## src/rtl/exec_ctrl_decoder.sv

```systemverilog
// rtl/exec_ctrl_decoder.sv - RV32I uop decoder feeding a DEPTH-entry decoded-uop queue
// Decode is combinational at the queue input; head outputs come from queue storage.
module exec_ctrl_decoder #(
    parameter int DEPTH  = 4,
    parameter int TAG_W  = 6,
    parameter int ICNT_W = 8
) (
    input  logic                       clk,
    input  logic                       reset,
    input  logic                       flush,
    input  logic                       uop_valid_in,
    output logic                       uop_ready_out,
    input  logic [6:0]                 instruction_type,
    input  logic [2:0]                 funct3,
    input  logic [6:0]                 funct7,
    input  logic [TAG_W-1:0]           uop_tag_in,
    output logic                       dec_valid,
    input  logic                       dec_ready,
    output logic [6:0]                 dec_unit_sel,
    output logic [3:0]                 dec_ctrl,
    output logic                       dec_use_imm,
    output logic [TAG_W-1:0]           dec_tag,
    output logic [$clog2(DEPTH):0]     q_count,
    output logic [ICNT_W-1:0]          illegal_count
);
    localparam int AW    = $clog2(DEPTH);
    localparam int ENT_W = 7 + 4 + 1 + TAG_W;

    localparam logic [6:0] OP_R    = 7'b0110011;
    localparam logic [6:0] OP_I    = 7'b0010011;
    localparam logic [6:0] OP_BR   = 7'b1100011;
    localparam logic [6:0] OP_JAL  = 7'b1101111;
    localparam logic [6:0] OP_JALR = 7'b1100111;
    localparam logic [6:0] OP_LD   = 7'b0000011;
    localparam logic [6:0] OP_ST   = 7'b0100011;

    localparam logic [6:0] F7_Z   = 7'b0000000;
    localparam logic [6:0] F7_ALT = 7'b0100000;

    localparam logic [6:0] U_ADD = 7'b0000001;
    localparam logic [6:0] U_LOG = 7'b0000010;
    localparam logic [6:0] U_SHF = 7'b0000100;
    localparam logic [6:0] U_BR  = 7'b0001000;
    localparam logic [6:0] U_LD  = 7'b0010000;
    localparam logic [6:0] U_ST  = 7'b0100000;
    localparam logic [6:0] U_ILL = 7'b1000000;

    logic [6:0]       w_sel;
    logic [3:0]       w_ctrl;
    logic             w_imm;
    logic             w_is_i;
    logic             w_f7_ok;
    logic             w_push;
    logic             w_pop;
    logic             w_full;
    logic [ENT_W-1:0] w_head;

    logic [AW-1:0]    r_wptr;
    logic [AW-1:0]    r_rptr;
    logic [AW:0]      r_count;
    logic [ICNT_W-1:0] r_icnt;
    logic [ENT_W-1:0] r_mem [DEPTH];

    // For I-forms funct7 is immediate bits, so only shifts constrain it.
    assign w_is_i  = (instruction_type == OP_I);
    assign w_f7_ok = w_is_i || (funct7 == F7_Z);

    always_comb begin
        w_sel  = U_ILL;
        w_ctrl = 4'd0;
        w_imm  = 1'b0;
        case (instruction_type)
            OP_R, OP_I: begin
                case (funct3)
                    3'b000: begin
                        if (w_is_i)                 begin w_sel = U_ADD; w_ctrl = 4'd3; end
                        else if (funct7 == F7_Z)    begin w_sel = U_ADD; w_ctrl = 4'd1; end
                        else if (funct7 == F7_ALT)  begin w_sel = U_ADD; w_ctrl = 4'd2; end
                        else                        w_sel = U_ILL;
                    end
                    3'b010: if (w_f7_ok) begin w_sel = U_ADD; w_ctrl = 4'd4; end
                    3'b011: if (w_f7_ok) begin w_sel = U_ADD; w_ctrl = 4'd5; end
                    3'b100: if (w_f7_ok) begin w_sel = U_LOG; w_ctrl = 4'd2; end
                    3'b110: if (w_f7_ok) begin w_sel = U_LOG; w_ctrl = 4'd1; end
                    3'b111: if (w_f7_ok) begin w_sel = U_LOG; w_ctrl = 4'd3; end
                    3'b001: if (funct7 == F7_Z) begin w_sel = U_SHF; w_ctrl = 4'd1; end
                    default: begin
                        if (funct7 == F7_Z)        begin w_sel = U_SHF; w_ctrl = 4'd2; end
                        else if (funct7 == F7_ALT) begin w_sel = U_SHF; w_ctrl = 4'd3; end
                        else                       w_sel = U_ILL;
                    end
                endcase
                w_imm = w_is_i && !w_sel[6];
            end
            OP_BR: begin
                case (funct3)
                    3'b000:  begin w_sel = U_BR; w_ctrl = 4'd1; end
                    3'b001:  begin w_sel = U_BR; w_ctrl = 4'd2; end
                    3'b100:  begin w_sel = U_BR; w_ctrl = 4'd3; end
                    3'b101:  begin w_sel = U_BR; w_ctrl = 4'd4; end
                    3'b110:  begin w_sel = U_BR; w_ctrl = 4'd5; end
                    3'b111:  begin w_sel = U_BR; w_ctrl = 4'd6; end
                    default: w_sel = U_ILL;
                endcase
            end
            OP_JAL: begin
                w_sel  = U_BR;
                w_ctrl = 4'd7;
            end
            OP_JALR: begin
                if (funct3 == 3'b000) begin
                    w_sel  = U_BR;
                    w_ctrl = 4'd8;
                    w_imm  = 1'b1;
                end
            end
            OP_LD: begin
                case (funct3)
                    3'b000:  begin w_sel = U_LD; w_ctrl = 4'd1; w_imm = 1'b1; end
                    3'b001:  begin w_sel = U_LD; w_ctrl = 4'd2; w_imm = 1'b1; end
                    3'b010:  begin w_sel = U_LD; w_ctrl = 4'd3; w_imm = 1'b1; end
                    3'b100:  begin w_sel = U_LD; w_ctrl = 4'd4; w_imm = 1'b1; end
                    3'b101:  begin w_sel = U_LD; w_ctrl = 4'd5; w_imm = 1'b1; end
                    default: w_sel = U_ILL;
                endcase
            end
            OP_ST: begin
                case (funct3)
                    3'b000:  begin w_sel = U_ST; w_ctrl = 4'd6; w_imm = 1'b1; end
                    3'b001:  begin w_sel = U_ST; w_ctrl = 4'd7; w_imm = 1'b1; end
                    3'b010:  begin w_sel = U_ST; w_ctrl = 4'd8; w_imm = 1'b1; end
                    default: w_sel = U_ILL;
                endcase
            end
            default: w_sel = U_ILL;
        endcase
    end

    assign w_full        = (r_count == (AW+1)'(DEPTH));
    assign uop_ready_out = !w_full;
    assign dec_valid     = (r_count != '0);
    assign w_push        = uop_valid_in && !w_full;
    assign w_pop         = dec_valid && dec_ready;

    always_ff @(posedge clk) begin
        if (w_push && !reset && !flush) begin
            r_mem[r_wptr] <= {w_sel, w_ctrl, w_imm, uop_tag_in};
        end
    end

    always_ff @(posedge clk) begin
        if (reset || flush) begin
            r_wptr  <= '0;
            r_rptr  <= '0;
            r_count <= '0;
        end else begin
            if (w_push) r_wptr <= r_wptr + 1'b1;
            if (w_pop)  r_rptr <= r_rptr + 1'b1;
            r_count <= r_count + {{AW{1'b0}}, w_push} - {{AW{1'b0}}, w_pop};
        end
    end

    // Uops discarded by a same-cycle flush never count as illegal.
    always_ff @(posedge clk) begin
        if (reset) begin
            r_icnt <= '0;
        end else if (w_push && !flush && w_sel[6] && !(&r_icnt)) begin
            r_icnt <= r_icnt + 1'b1;
        end
    end

    assign w_head        = r_mem[r_rptr];
    assign dec_unit_sel  = dec_valid ? w_head[ENT_W-1 -: 7]    : 7'd0;
    assign dec_ctrl      = dec_valid ? w_head[TAG_W+4 -: 4]    : 4'd0;
    assign dec_use_imm   = dec_valid ? w_head[TAG_W]           : 1'b0;
    assign dec_tag       = dec_valid ? w_head[TAG_W-1:0]       : '0;
    assign q_count       = r_count;
    assign illegal_count = r_icnt;
endmodule

```

## config.mk

```make
export PLATFORM = sky130hd
export DESIGN_NAME = exec_ctrl_decoder
export DESIGN_NICKNAME = d
export VERILOG_FILES = /design/src/rtl/exec_ctrl_decoder.sv
export SDC_FILE = /design/constraint.sdc
export NUM_CORES = 1
export LEC_CHECK = 0
export BUFFER_PORTS_ARGS = -buffer_cell sky130_fd_sc_hd__buf_2
export CORE_ASPECT_RATIO = 1.5
export CORE_MARGIN = 5
export CORE_UTILIZATION = 25
export CTS_BUF_LIST = sky130_fd_sc_hd__clkbuf_16
export DETAILED_ROUTE_END_ITERATION = 6
export SLEW_MARGIN = 20
export SYNTH_ARGS = -nofsm -noshare
export SYNTH_HDL_FRONTEND = slang
export SYNTH_SLANG_ARGS = --single-unit
```

## constraint.sdc

```tcl
create_clock -name clk -period 2.7 [get_ports clk]
set_input_delay 0.54 -clock clk [delete_from_list [all_inputs] [get_ports clk]]
set_output_delay 0.54 -clock clk [all_outputs]
set_load 0.05 [all_outputs]
```

## Yosys cells after proc, flatten, opt, wreduce, memory -nomap -nowiden

Memory sizes are Yosys's and may differ from the RTL's. A register that Yosys moved wholly into a read port is not among the register bits.
Index checks and enable logic that the tools add are counted.

| word-level totals | value |
|---|---|
| word-level logic and storage cells | 95 |
| bits of input ports | 28 |
| output and inout port bits | 31 |
| register bits after elaboration | 15 |
| RAM bits | 72 |
| memories | 1 |

Memories:

| name | words | width | rd ports | clocked after memory_dff | write ports | RTL line | RTL |
|---|---|---|---|---|---|---|---|
| r_mem | 4 | 18 | 1 | 1 | 1 | 62 | `logic [ENT_W-1:0] r_mem [DEPTH];` |

| operators by class | value |
|---|---|
| multiplexer cells | 44 |
| $add $sub $neg | 5 |
| equality and inequality tests | 16 |
| reduce and logical (&&, ||, !) cells | 25 |

Operators with widths:

| operator | count |
|---|---|
| 7-bit two-way mux | 14 |
| 7-bit case mux with 6 select lines | 1 |
| 4-bit case mux with 7 select lines | 1 |
| 7-bit case mux with 4 select lines | 1 |
| 4-bit case mux with 6 select lines | 1 |
| 7-bit by 6-bit == test with 1-bit output, second input constant | 3 |
| 7-bit == test, second input constant | 3 |
| 2-bit two-way mux | 9 |
| 3-bit case mux with 6 select lines | 1 |
| 3-bit == test, second input constant | 5 |
| 3-bit case mux with 5 select lines | 1 |
| 4-bit case mux with 3 select lines | 1 |
| 8-bit by 1-bit adder with 8-bit output, second input constant | 1 |
| 1-bit logical AND | 8 |
| 1-bit two-way mux | 8 |
| 4-bit two-way mux | 2 |
| 8-bit AND reduction | 1 |
| 7-bit by 2-bit == test with 1-bit output, second input constant | 1 |
| 7-bit by 5-bit == test with 1-bit output, second input constant | 1 |
| 7-bit logical NOT | 1 |
| 3-bit by 2-bit == test with 1-bit output, second input constant | 2 |
| 3-bit two-way mux | 2 |
| 6-bit two-way mux | 1 |
| 3-bit OR reduction | 2 |
| 12 further kinds | 19 |

## Depth between registers and ports, before layout

| logic depth | value |
|---|---|
| depth in word-level cells | 9 |
| depth in mapped cells | 10 |
| mapped depth without buffers | 10 |

## Least setup slack after synthesis

OpenSTA, ideal clock, no wires.

| path | value |
|---|---|
| path kind | register to register |
| from | register r_count[2] (netlist: q_count[2]) |
| to | register r_count[2] (netlist: q_count[2]) |
| period minus slack after synthesis | 2.823 ns |
| cell stages (with the launch flop) | 11 |
| slack | -0.123 ns |
| setup time | 0.126 ns |
| data required time | 2.574 ns |
| path buffers | 0 |
| arrival time | 2.697 ns |
| path through | dfxtp_1 > or3b_2 > nand2_1 > ha_1 > inv_1 > ha_1 > inv_1 > fa_1 > xor2_1 > xnor2_1 > nor2_1 |

| on the way | value |
|---|---|
| longest elaborated chain between the ends | 5 |
| elaborated cells on any way between the ends | 7 |
| those cells by class | add/sub: 2; eq/ne: 1; reduce/logical: 4 |

Ends and longest elaborated chain:

| what | RTL line | RTL |
|---|---|---|
| start, declared | 60 | `logic [AW:0] r_count;` |
| start signal, assigned | 159 | `r_count <= r_count + {{AW{1'b0}}, w_push} - {{AW{1'b0}}, w_pop};` |
| 3-bit == test | 139 | `assign w_full = (r_count == (AW+1)'(DEPTH));` |
| 1-bit logical NOT | -- |  |
| via uop_ready_out | 12 | `output logic uop_ready_out,` |
| 1-bit logical AND | 142 | `assign w_push = uop_valid_in && !w_full;` |
| 3-bit by 1-bit adder with 3-bit output | 159 |  |
| 3-bit by 1-bit subtractor with 3-bit output | 159 |  |

The timed path passes the listed nets, and every way through them passes these cells.
A chain may end at the register's enable or synchronous reset.

## Worst setup path after layout

| path | value |
|---|---|
| from | register r_count[1] (netlist: q_count[1]) |
| to | register r_count[2] (netlist: q_count[2]) |

| on the way | value |
|---|---|
| longest elaborated chain between the ends | 5 |
| elaborated cells on any way between the ends | 7 |
| those cells by class | add/sub: 2; eq/ne: 1; reduce/logical: 4 |

Ends and longest elaborated chain:

| what | RTL line |
|---|---|
| 3-bit == test | 139 |
| 1-bit logical NOT | 142 |
| 1-bit logical AND | 142 |
| 3-bit by 1-bit adder with 3-bit output | 159 |
| 3-bit by 1-bit subtractor with 3-bit output * | 159 |

Mark *: on every way between the ends. The rest lies on a longest branch, timed or not.

==> flow_metrics.tcl <==
set metrics [dict create \
    outcome "finished, final reports clean" \
    io_pins 59 \
    drt-total-wl_mm 9.09 \
    post-route-period-util 0.898 \
    dieWidth_um 116 \
    antenna_found_initial 0 \
    cts.repair.resized 0 \
    worst_setup_path_start_kind "flop" \
    htree_levels 3 \
    die_h_um 169 \
    async_flop_share 0 \
    slew_headroom 0.613 \
    drt_iter0_markers 136 \
    cp_max_fo 5 \
    insertion_delay_ns 0.33 \
    fin_tns_setup_ns 0 \
    setup-violations-final 0 \
    hpwl_mm 6.63 \
    critPathRequiredTime_ns 2.92 \
    core.rowCount 58 \
    avgSynthCellArea_um2 13.6 \
    r2r_slack_ns 0.28 \
    synthMostInstantiatedCell "edfxtp_1" \
    ys_seq_area_frac 0.594 \
    synth_area_leaders "edfxtp_1 (51%), mux4_2 (9.6%), dfxtp_1 (8.1%)" \
    syn_inst 311 \
    fin_worst_skew_ns 0.0112 \
    synth_commonest_cells "edfxtp_1 (72), and2_1 (24), nor2_1 (23)" \
    rr_endpoint "q_count[2]" \
    stdcell_count 599 \
    yosysTopAreaCell "edfxtp_1" \
    nFillCells 1713 \
    worstPathArrival_ns 2.64 \
    cts_hold_buf 0 \
    cts-root-buf "clkbuf_16" \
    start_util 0.253 \
    crit_type "flop to flop" \
    ys_ff_latch 89 \
    die-area_um2 19600 \
    io_buffers 58 \
    grt_pass1_wl_mm 14.7 \
    rsz0062_at_grt "false" \
    worstHoldEndpoint "r_mem[2][4]" \
    area_delta_synth_final_pct 21.6 \
    hold_viol_final 0 \
    cts_tree "built" \
    clkTransAtPathRegs_ns 0.07 \
    first_pass_iters 4 \
    drc 0 \
    p_leak_nw 1.81 \
    drive_gt1_frac 0.324 \
    synth_edf_count 72 \
    timing.hold.ws_ns 0.414 \
    postCtsSetupBuffers 0 \
    fmaxAchievable_mhz 412 \
    slew_viol_final 0 \
    wl_per_cell_um 15.2 \
    synth_fp_nets 347 \
    cts_buffers 9 \
    synth_top_area_frac 0.513 \
    diodes 0 \
    viasPerCell 4.59 \
    gp_congestion 0.794 \
    p_per_area_nw_per_um2 595 \
    netlist_area_um2 4220 \
    grt-ovfl-total 0 \
    r2r_cells 10 \
    post-place-cells 583 \
    timing.final.crit_period_ns 2.42 \
    clockBufferDepth 2 \
    yosys_warnings 0 \
    cts.sinks 89 \
    ant_nets 0 \
    r2r_start "q_count[1]" \
    worstMarginPinSlew_ns 0.576 \
    hold_depth 1 \
    grt_pass1_vias 2897 \
    synth.distinct_cells 61 \
    grt_max_degree 24 \
    core_area_um2 16700 \
    drv_cap 0 \
    hold_path_class "primary input to flop" \
    worstSetupEndpointType "flop" \
    vdd_drop_max_uv 334 \
    grt.total_usage 0.0975 \
    routed-via-count 2750 \
    hp-start "uop_tag_in[4]" \
    final_nets 420 \
    synth-main-ff-cell "edfxtp_1" \
]
==> stage by stage <==
stage | utilization | power, mW | worst slack [ns] | area [µm²]
after floorplan | - | 1.82 | 0.00317 | 4220
after global placement | 0.290 | 1.93 | 0.302 | 4840
after detailed placement | 0.290 | 1.94 | 0.253 | 4840
after CTS | 0.307 | 3.09 | 0.257 | 5130
after global routing | 0.307 | 3.18 | 0.109 | 5130
final | 0.307 | 3.05 | 0.275 | 5130
==> cells in the final DEF (no fill, tap or decap), drive strengths merged, types with 2 or more instances in the layout <==
cell / n
buf: 79
edfxtp: 72
and2: 24
nor2: 23
mux4: 18
dfxtp: 17
inv: 15
a21oi: 14
nand2: 11
nand3: 10
clkbuf: 9
o21ai: 9
or3: 8
ha: 7
nor3: 6
o31ai: 6
and3: 4
o211ai: 3
nor2b: 3
or2: 3
o22ai: 3
xor2: 3
xnor2: 3
o31a: 3
mux2: 3
nand2b: 2
a2111oi: 2
nor4: 2
a31oi: 2
a211oi: 2
or3b: 2
clkinv: 2
==> kinds of logic (layout without fill, tap and decap cells) <==
kind of cell    Yosys count  count (layout)  synth area share
flops                    89              89             0.594
buf+inv                  28             106            0.0327
fa+ha+maj                 8               8            0.0255
mux                      21              21             0.104
compound gates           53              53            0.0870
simple gates            106             106             0.145
xor+xnor                  6               6            0.0125
==> sequential cells by signal (all words and copies together) (netlist names), named ones only <==
name / cells
illegal_count: 8
q_count: 3
r_mem: 72
r_rptr: 2
r_wptr: 2
==> worst max-delay path: stages (launching register included) <==
cell	delay (ns)
dfxtp_1	0.36
or3b_2	0.49
nand2_1	0.20
ha_1	0.26
inv_1	0.06
ha_1	0.13
inv_1	0.05
fa_1	0.38
xor2_1	0.19
xnor2_1	0.15
nor2_1	0.05
==> routing by layer <==
| layer | up-vias | part of all wire | global-route usage |
|---|---|---|---|
| met4 | 0 | 0.022 | 0.0454 |
| li1 | 1338 | - | - |
| met2 | 48 | 0.55 | 0.176 |
| met5 | - | 0 | 0 |
| met3 | 10 | 0.035 | 0.0193 |
| met1 | 1354 | 0.40 | 0.108 |
==> worst max-delay path by stage <==
stage | from | end | slack [ns] | depth (start not counted)
after global placement | funct3[1] | illegal_count[7] | 0.30 | 8
after floorplan | q_count[1] | q_count[2] | 0.003 | 10
after global routing | q_count[1] | q_count[2] | 0.11 | 10
final | q_count[1] | q_count[2] | 0.28 | 10
after CTS | q_count[1] | q_count[2] | 0.26 | 10
after detailed placement | funct3[1] | illegal_count[7] | 0.25 | 8
==> power breakdown <==
group / switching (mW) / internal [mW]
registers: 0.0101 / 1.49
clock network: 0.517 / 0.639
logic: 0.274 / 0.120
total: 0.801 / 2.25
==> cell type report <==
cell class                      count  area (µm²)  area share
Clock buffer                        9         225      0.0439
Clock inverter                      7        58.8      0.0115
Sequential cell                    89        2500       0.488
Tap cell                          210         263      0.0512
Multi-Input combinational cell    194        1580       0.307
Inverter                           11        41.3     0.00805
Timing Repair Buffer               79         460      0.0898
Power figures use the tool's default switching activity.
